## src/rtl/qsys_rst_ctrl_pkg.sv

```systemverilog
// Shared types and sizing helpers for the PLL / Qsys reset sequencer.
package qsys_rst_ctrl_pkg;

    typedef enum logic [4:0] {
        S_PLL_RST   = 5'b00001,
        S_WAIT_LOCK = 5'b00010,
        S_HOLD      = 5'b00100,
        S_RUN       = 5'b01000,
        S_FAIL      = 5'b10000
    } state_t;

    localparam int RETRY_W = 2;

    // Width of the shared phase counter: must hold the largest phase length.
    function automatic int cnt_w(input int a, input int b, input int c);
        int m;
        m = a;
        if (b > m) m = b;
        if (c > m) m = c;
        return $clog2(m + 1);
    endfunction

endpackage

```

## src/rtl/qsys_rst_ctrl_sync_2ff.sv

```systemverilog
// Generic 1-bit double-flop synchronizer; both stages reset to 0.
module qsys_rst_ctrl_sync_2ff (
    input  logic i_clk,
    input  logic i_rst,
    input  logic i_d,
    output logic o_q
);

    logic r_meta;
    logic r_sync;

    always_ff @(posedge i_clk) begin
        if (i_rst) begin
            r_meta <= 1'b0;
            r_sync <= 1'b0;
        end else begin
            r_meta <= i_d;
            r_sync <= r_meta;
        end
    end

    assign o_q = r_sync;

endmodule

```

## src/rtl/qsys_rst_ctrl.sv

```systemverilog
// Power-up sequencer: pulses the PLL reset, filters lock, holds the Qsys reset,
// and recovers from lock loss with a bounded number of retries.
module qsys_rst_ctrl
    import qsys_rst_ctrl_pkg::*;
#(
    parameter int PLL_RST_CYC  = 16,
    parameter int LOCK_FILT    = 8,
    parameter int LOCK_TIMEOUT = 500000,
    parameter int HOLD_CYC     = 1024,
    parameter int MAX_RETRY    = 3
) (
    input  logic               sys_clk,
    input  logic               sys_rst,
    input  logic               pll_locked,
    input  logic               soft_rst_req,
    output logic               pll_areset,
    output logic               qsys_rst_n,
    output logic               sys_ready,
    output logic               lock_fail,
    output logic [RETRY_W-1:0] retry_cnt
);

    localparam int CNT_W  = cnt_w(PLL_RST_CYC, LOCK_TIMEOUT, HOLD_CYC);
    localparam int FILT_W = $clog2(LOCK_FILT + 1);

    localparam logic [CNT_W-1:0]   RST_LAST  = CNT_W'(PLL_RST_CYC - 1);
    localparam logic [CNT_W-1:0]   TO_LAST   = CNT_W'(LOCK_TIMEOUT - 1);
    localparam logic [CNT_W-1:0]   HOLD_LAST = CNT_W'(HOLD_CYC - 1);
    localparam logic [CNT_W-1:0]   CNT_MAX   = '1;
    localparam logic [FILT_W-1:0]  FILT_DONE = FILT_W'(LOCK_FILT);
    localparam logic [RETRY_W-1:0] RETRY_MAX = RETRY_W'(MAX_RETRY);

    state_t             r_state;
    state_t             w_state_nxt;
    logic [CNT_W-1:0]   r_cnt;
    logic               w_cnt_clr;
    logic [FILT_W-1:0]  r_filt;
    logic [FILT_W-1:0]  w_filt_nxt;
    logic [FILT_W-1:0]  w_filt_inc;
    logic [RETRY_W-1:0] r_retry;
    logic [RETRY_W-1:0] w_retry_nxt;
    logic               r_pll_areset;
    logic               r_qsys_rst_n;
    logic               r_sys_ready;
    logic               r_lock_fail;
    logic               w_lock_s;

    qsys_rst_ctrl_sync_2ff u_lock_sync (
        .i_clk (sys_clk),
        .i_rst (sys_rst),
        .i_d   (pll_locked),
        .o_q   (w_lock_s)
    );

    assign w_filt_inc = (r_filt == FILT_DONE) ? r_filt : r_filt + FILT_W'(1);

    always_comb begin
        w_state_nxt = r_state;
        w_cnt_clr   = 1'b0;
        w_filt_nxt  = r_filt;
        w_retry_nxt = r_retry;
        case (r_state)
            S_PLL_RST: begin
                w_filt_nxt = '0;
                if (r_cnt == RST_LAST) begin
                    w_state_nxt = S_WAIT_LOCK;
                    w_cnt_clr   = 1'b1;
                end
            end
            S_WAIT_LOCK: begin
                w_filt_nxt = w_lock_s ? w_filt_inc : '0;
                // A completed lock filter takes priority over a coincident timeout.
                if (r_filt == FILT_DONE) begin
                    w_state_nxt = S_HOLD;
                    w_cnt_clr   = 1'b1;
                    w_filt_nxt  = '0;
                end else if (r_cnt == TO_LAST) begin
                    w_cnt_clr  = 1'b1;
                    w_filt_nxt = '0;
                    if (r_retry < RETRY_MAX) begin
                        w_retry_nxt = r_retry + RETRY_W'(1);
                        w_state_nxt = S_PLL_RST;
                    end else begin
                        w_state_nxt = S_FAIL;
                    end
                end
            end
            S_HOLD: begin
                if (!w_lock_s) begin
                    w_state_nxt = S_PLL_RST;
                    w_cnt_clr   = 1'b1;
                    w_retry_nxt = '0;
                end else if (r_cnt == HOLD_LAST) begin
                    w_state_nxt = S_RUN;
                    w_cnt_clr   = 1'b1;
                end
            end
            S_RUN: begin
                // Lock loss outranks a simultaneous soft reset request.
                if (!w_lock_s) begin
                    w_state_nxt = S_PLL_RST;
                    w_cnt_clr   = 1'b1;
                    w_retry_nxt = '0;
                end else if (soft_rst_req) begin
                    w_state_nxt = S_HOLD;
                    w_cnt_clr   = 1'b1;
                end
            end
            S_FAIL: begin
            end
            default: begin
                w_state_nxt = S_PLL_RST;
                w_cnt_clr   = 1'b1;
                w_filt_nxt  = '0;
            end
        endcase
    end

    always_ff @(posedge sys_clk) begin
        if (sys_rst) begin
            r_state      <= S_PLL_RST;
            r_cnt        <= '0;
            r_filt       <= '0;
            r_retry      <= '0;
            r_pll_areset <= 1'b1;
            r_qsys_rst_n <= 1'b0;
            r_sys_ready  <= 1'b0;
            r_lock_fail  <= 1'b0;
        end else begin
            r_state      <= w_state_nxt;
            r_cnt        <= w_cnt_clr ? '0 :
                            (r_cnt == CNT_MAX) ? r_cnt : r_cnt + CNT_W'(1);
            r_filt       <= w_filt_nxt;
            r_retry      <= w_retry_nxt;
            // Outputs decode the next state so they line up with r_state.
            r_pll_areset <= (w_state_nxt == S_PLL_RST);
            r_qsys_rst_n <= (w_state_nxt == S_RUN);
            r_sys_ready  <= (w_state_nxt == S_RUN);
            r_lock_fail  <= (w_state_nxt == S_FAIL);
        end
    end

    assign pll_areset = r_pll_areset;
    assign qsys_rst_n = r_qsys_rst_n;
    assign sys_ready  = r_sys_ready;
    assign lock_fail  = r_lock_fail;
    assign retry_cnt  = r_retry;

endmodule

```

## config.mk

```make
export PLATFORM = sky130hd
export DESIGN_NAME = qsys_rst_ctrl
export DESIGN_NICKNAME = d
export VERILOG_FILES = /design/src/rtl/qsys_rst_ctrl_pkg.sv /design/src/rtl/qsys_rst_ctrl_sync_2ff.sv /design/src/rtl/qsys_rst_ctrl.sv
export SDC_FILE = /design/constraint.sdc
export NUM_CORES = 1
export LEC_CHECK = 0
export CAP_MARGIN = 20
export CORE_ASPECT_RATIO = 0.9
export CORE_MARGIN = 10
export CORE_UTILIZATION = 55
export CTS_CLUSTER_SIZE = 28
export DETAILED_ROUTE_END_ITERATION = 6
export GPL_ROUTABILITY_DRIVEN = 1
export GPL_TIMING_DRIVEN = 0
export PLACE_DENSITY = 0.74
export RECOVER_POWER = 50
export SLEW_MARGIN = 5
export SYNTH_ARGS = -nofsm -noshare
export SYNTH_HDL_FRONTEND = slang
export SYNTH_SLANG_ARGS = --single-unit
```

## constraint.sdc

```tcl
create_clock -name sys_clk -period 2 [get_ports sys_clk]
set_input_delay 0.4 -clock sys_clk [delete_from_list [all_inputs] [get_ports sys_clk]]
set_output_delay 0.4 -clock sys_clk [all_outputs]
set_load 0.01 [all_outputs]
```

* Word level (Yosys, flattened, before mapping)
Cells that the tools add are included.
** Operators by class
- Add/subtract/negate cells :: 3
- $lt $le $gt $ge :: 1
- Equal/unequal tests :: 17
- Mux-type cells :: 26
- Reduce and logical (&&, ||, !) cells :: 5
** Operators with widths (count)
- 5-bit two-way mux :: 8
- 19-bit equality test, second input constant :: 2
- 5-bit case mux with 5 select lines :: 1
- 19-bit by 1-bit adder with 19-bit output, second input constant :: 1
- 19-bit by 10-bit equality test with 1-bit output, second input constant :: 1
- 19-bit by 4-bit equality test with 1-bit output, second input constant :: 1
- 4-bit two-way mux :: 3
- 5-bit by 1-bit equality test with 1-bit output, second input constant :: 2
- 5-bit by 4-bit equality test with 1-bit output, second input constant :: 2
- 5-bit equality test, second input constant :: 2
- 2-bit two-way mux :: 4
- 2-bit != test, second input constant :: 4
- 4-bit case mux with 2 select lines :: 1
- 1-bit two-way mux :: 7
- 5-bit by 2-bit equality test with 1-bit output, second input constant :: 1
- 5-bit by 3-bit equality test with 1-bit output, second input constant :: 1
- 1-bit case mux with 5 select lines :: 1
- 5-bit AND reduction :: 1
- 4-bit by 1-bit adder with 4-bit output, second input constant :: 1
- 4-bit equality test, second input constant :: 1
- 2-bit case mux with 2 select lines :: 1
- 2-bit OR reduction :: 2
- 3-bit OR reduction :: 1
- 2-bit by 1-bit adder with 2-bit output, second input constant :: 1
- 2 further kinds :: 2
** Word-level totals
- Flip-flop bits (word level) :: 35
- Bits of input ports :: 4
- Output and inout port bits :: 6

* Longest topological paths before layout
- Depth in word-level cells :: 6
- Mapped depth :: 8
- Gate-level depth less buffers :: 7

* Hierarchy
Synthesis repeated with hierarchy kept, for this count alone.
** Second synthesis, totals
- Cell total of the unflattened synthesis :: 221
- Area, all modules :: 1905.6 um2
** Modules (own cells, without submodules)
- qsys_rst_ctrl :: times used 1, cells an instance 217, area an instance 1853.0 um2
- qsys_rst_ctrl_sync_2ff :: times used 1, cells an instance 4, area an instance 52.6 um2

* Least setup slack after synthesis
Ideal clock, no wire load.
- Kind :: flip-flop to flip-flop
- Start :: register r_cnt[10]
- End :: register r_cnt[0]
- Setup time :: 0.116 ns
- Data arrival time :: 1.711 ns
- Required time :: 1.884 ns
- Setup slack :: 0.173 ns
- Cell stages (with the launch flop) :: 8
- Clock period less this slack :: 1.827 ns
- Cells stage by stage :: dfxtp_1 buf_6 or4_4 nor3_4 nand2_2 o2111ai_4 buf_6 nor3_1
** Between the ends
- Word-level cells in the longest chain between the ends :: 5
- Elaborated cells on any way between the ends :: 11
- Those cells by class :: eq/ne (4); mux (6); reduce/logical (1)
** Ends and longest elaborated chain
- from (decl) :: line qsys_rst_ctrl.sv:35 : logic [CNT_W-1:0] r_cnt;
- from (signal assigned) :: line qsys_rst_ctrl.sv:131 : r_cnt <= w_cnt_clr ? '0 :
- 19-bit by 10-bit equality test with 1-bit output or 19-bit equality test (tied branches) :: line qsys_rst_ctrl.sv:93, qsys_rst_ctrl.sv:77
- 1-bit two-way mux, on equally long branches :: line qsys_rst_ctrl.sv:93, qsys_rst_ctrl.sv:77
- 1-bit two-way mux, on equally long branches :: line qsys_rst_ctrl.sv:89, qsys_rst_ctrl.sv:73
- 1-bit case mux with 5 select lines :: line qsys_rst_ctrl.sv:62 : case (r_state)
- 2-bit OR reduction (no line)
Parallel ways exist; a longest one is shown, timed or not.
A chain may end at the register's enable or synchronous reset.

* Final worst setup path
- Start :: register r_cnt[12]
- End :: register r_cnt[13]
Same word-level chain as after synthesis.

==> flow_results.org <==
** Timing
- The tightest hold path in the finished design has a slack of 0.4656 ns.
- Derived from the worst setup path, the maximum achievable clock frequency is 502.5 MHz.
- Transition at the pin with the smallest max-transition slack :: 0.5316 ns
- The final critical path takes up between 90 and 100% of the cycle.
- Count of endpoints failing hold in the final timing report :: 0
- For the final database, setup skew stands at 0.003848 ns.
- Setup violations remaining at the end of the flow were counted as 0.
- The number of max-slew violations in the final report was 0.
- Final min period :: 1.990 ns
- Setup slack after layout :: between 0.009 and 0.01 ns
- Measured against its own limit, the worst slew margin works out to 63.64%.

** Power
- The clock network accounts for roughly 43% of the total power.
- Power share of the combinational group :: under 10%
- Net switching power :: 273.5 uW
- Cell Int Power :: 1.039 mW
- In this run switching power makes up 20.84% of total power.
- Total leakage power :: 0.7983 nW
- VDD sags by at most 479.6 uV.
- Cell Pwr Density :: 570.2 mW/mm2
- Sequential fraction of design power :: between 50% and 60%
- Total design power :: 1.312 mW

** Run status
- Run status :: complete, no violations

** Clocking
- TritonCTS buffer count :: 5
- # hold bufs at CTS :: 0
- Cell chosen for the clock root :: sky130_fd_sc_hd__clkbuf_8
- Maximum level of the CTS H-tree :: 2
- The clock net in this run drives a total of 35 sinks.
- The clock passes through at most 2 buffers.
- Worst-skew pair later-pin latency :: 0.29 ns
- After clock tree synthesis, the clock-pin slew on the worst setup and hold paths is 0.07 ns.
- CTS tree :: done

** Detailed routing
- After detailed routing, the total wire length is 4635 um.
- WL/cell :: 16.98 um
- 1st-pass router iterations :: 5
- Remaining number of nets flagged by the antenna check after routing :: 0
- Starting DRC count in detailed routing :: 249
- Across all layers, the routed design uses 1659 vias.
- Amount of wire on met3 after detailed routing :: roughly 340 um
- Met2 routed wirelength :: 2263 um
- Using the TritonRoute via totals, the vias-per-cell ratio works out to 6.077.
- Routed signal wires occupy layers up through met4.
- In the routed design, unresolved DRC markers number 0.
- After detailed routing, the wire length on met1 is 1958 um.

** Yosys
- Cells after Synth :: 201
- Counting flops with a built-in enable in the synthesized netlist gives 0.
- Nets in the synthesized netlist :: 209
- After synthesis, the share of flip-flops with an asynchronous set or reset is 0%.
- Seq cells post-synth :: 35
- After synthesis, the netlist uses 52 different library cells.
- Post-synth top flop :: sky130_fd_sc_hd__dfxtp_1
- Post-synthesis sequential area ratio :: about 38%
- Warnings, synthesis :: 0
- The average instance in the mapped netlist occupies 9.219 um2.
- The synthesized netlist occupies a cell area of 0.001853 mm2.

** Final layout
- The post-route netlist has a little under a quarter of its cells at a drive strength greater than 1.
- Area growth from synthesis to layout :: 24.17%
- Ant. Diodes :: 0
- At the end of the flow, the number of nets in the layout was 238.
- At the end of the flow the core is filled with cells to 73.33%.
- The count of cells in the finished layout, fillers not included, comes to 273.
- The library cell used most frequently in the layout, excluding fill and tap cells, is sky130_fd_sc_hd__dfxtp_1.
- In the layout the commonest cells are sky130_fd_sc_hd__dfxtp_1, sky130_fd_sc_hd__nor3_1, sky130_fd_sc_hd__buf_4, sky130_fd_sc_hd__nand2_1.

** Placement
- Before CTS, the worst setup slack after placement is -0.1342 ns.
- Port buffering added 9 buffers.
- The wire-length estimate of the detail-placed layout is roughly 2900 um.
- Post-Place Cells :: about 250
- Routability-driven placement finished with a final weighted congestion of approximately 0.93.

** Setup path
- The worst setup path is launched from a flop.
- CP Capture Type :: flop
- At the worst endpoint, the required time is ~2.2 ns.
- Crit Path Class :: reg2reg
- For the worst setup path, the data arrival time is 2.17 ns.
- Along the worst path, the maximum fanout reaches 10.
- The setup check on the worst reg-to-reg path leaves a slack of 0.01 ns.

** Floorplanning
- In this run the vertical extent of the chip is 75.07 um.
- Chip Width :: 81.19 um
- Number of standard-cell rows in the floorplan :: 19
- The initial utilization of the core area, before any placement, comes to 59.05%.
- IO Pins :: 10
- Core ar. :: around 0.0031 mm2
- Area enclosed by the die boundary :: 0.006094 mm2

** GRT
- The number of global-route vias before repair is about 1500.
- Grt ovf :: 0
- The first global-routing pass estimated 6982 um of wire.
- Total GRT Usage :: 14.51%
- The initial antenna violation count was 0.
- Maximum number of pins on one net before global-route repair :: 11

** Worst hold path
- In this run the worst hold path is classified as reg2reg.

** Job
- Across the run, the number of max-cap violations was 0.
## routing by layer
layer / up-vias / global-route usage [%]
met5: - / 0
met4: 0 / 6.334
met3: 8 / 4.524
met2: 66 / 22.44
met1: 792 / 18.27
li1: 793 / -
## synthesized netlist by cell type, types with 3 or more instances
library cell / count / area [um2]
sky130_fd_sc_hd__dfxtp_1: 35 / 700.7
sky130_fd_sc_hd__nor3_1: 21 / 105.1
sky130_fd_sc_hd__nor3_2: 3 / 30.03
sky130_fd_sc_hd__nand4_1: 7 / 43.79
sky130_fd_sc_hd__buf_6: 4 / 45.04
sky130_fd_sc_hd__a211oi_1: 5 / 37.54
sky130_fd_sc_hd__xnor2_1: 10 / 87.58
sky130_fd_sc_hd__nand3b_1: 8 / 60.06
sky130_fd_sc_hd__ha_1: 4 / 50.05
sky130_fd_sc_hd__inv_1: 7 / 26.28
sky130_fd_sc_hd__xor2_1: 9 / 78.83
sky130_fd_sc_hd__nor2b_1: 3 / 18.77
sky130_fd_sc_hd__nor4_1: 3 / 18.77
sky130_fd_sc_hd__a21oi_1: 11 / 55.05
sky130_fd_sc_hd__mux2i_1: 3 / 30.03
sky130_fd_sc_hd__nand3_1: 6 / 30.03
sky130_fd_sc_hd__nor2_1: 11 / 41.29
sky130_fd_sc_hd__nand2_1: 12 / 45.04
## critical path: stages (launching register included)
cell and delay (ns):
sky130_fd_sc_hd__dfxtp_1 0.37, sky130_fd_sc_hd__or4_4 0.58, sky130_fd_sc_hd__nor3_4 0.32, sky130_fd_sc_hd__nand4b_2 0.19
sky130_fd_sc_hd__o2111ai_4 0.17, sky130_fd_sc_hd__buf_6 0.19, sky130_fd_sc_hd__nor3_1 0.06
## cell type report
class / count / area [um2]
Timing Repair Buffer: 23 / 195.2
Multi-Input combinational cell: 152 / 1166
Tap cell: 42 / 52.55
Fill cell: 229 / 837.1
Buffer: 6 / 52.55
Inverter: 7 / 26.28
Sequential cell: 35 / 708.2
Clock buffer: 8 / 100.1
## sequential cells by signal, summed over array words and instances, names as in the netlist
name                cells
u_lock_sync.o_q         1
lock_fail               1
retry_cnt               2
pll_areset              1
r_state                 5
u_lock_sync.r_meta      1
r_filt                  4
r_cnt                  19
sys_ready               1
## path summary, 6_finish.rpt
check | startpoint | end | depth (start not counted)
worst max-delay path | r_cnt[12] | r_cnt[13] | 6
worst min-delay path | u_lock_sync.r_meta | u_lock_sync.o_q | 1
worst max register to register | r_cnt[12] | r_cnt[13] | 6
worst min register to register | u_lock_sync.r_meta | u_lock_sync.o_q | 1
## what timing repair did
| action | in CTS | in global routing |
|---|---|---|
| hold endpoints to repair | 0 | 0 |
| gates resized for setup | 6 | 18 |
| setup buffers | 4 | 10 |
| pin swaps | 3 | 9 |
| setup endpoints to repair | 19 | 28 |
## logic make-up after synthesis
| group | Yosys count | share of synthesized area [%] |
|---|---|---|
| AO/OA/AOI/OAI | 30 | 12.43 |
| AND/OR/NAND/NOR | 96 | 31.80 |
| buffers and inverters | 14 | 4.659 |
| multiplexers | 3 | 1.621 |
| adder cells (fa/ha/maj) | 4 | 2.701 |
| XOR/XNOR | 19 | 8.980 |
| flip-flops | 35 | 37.81 |
## metrics by stage
step / cell area, um2 / TNS, ns
final: 2301 / 0
after CTS: 2158 / 0
after global routing: 2301 / -0.5757
after global placement: 1996 / -0.6903
after floorplan: 1853 / 0
after detailed placement: 1996 / -1.536
## power by group through the flow
stage                     Combinational, mW  Clock [mW]  Sequential [mW]
after global placement               0.0363           0            0.726
after floorplan                      0.0253           0            0.725
after global routing                 0.0458       0.595            0.713
after CTS                            0.0385       0.563            0.711
after detailed placement             0.0375           0            0.726
final                                0.0417       0.558            0.712
No activity file was read; power rests on OpenSTA's default activity.
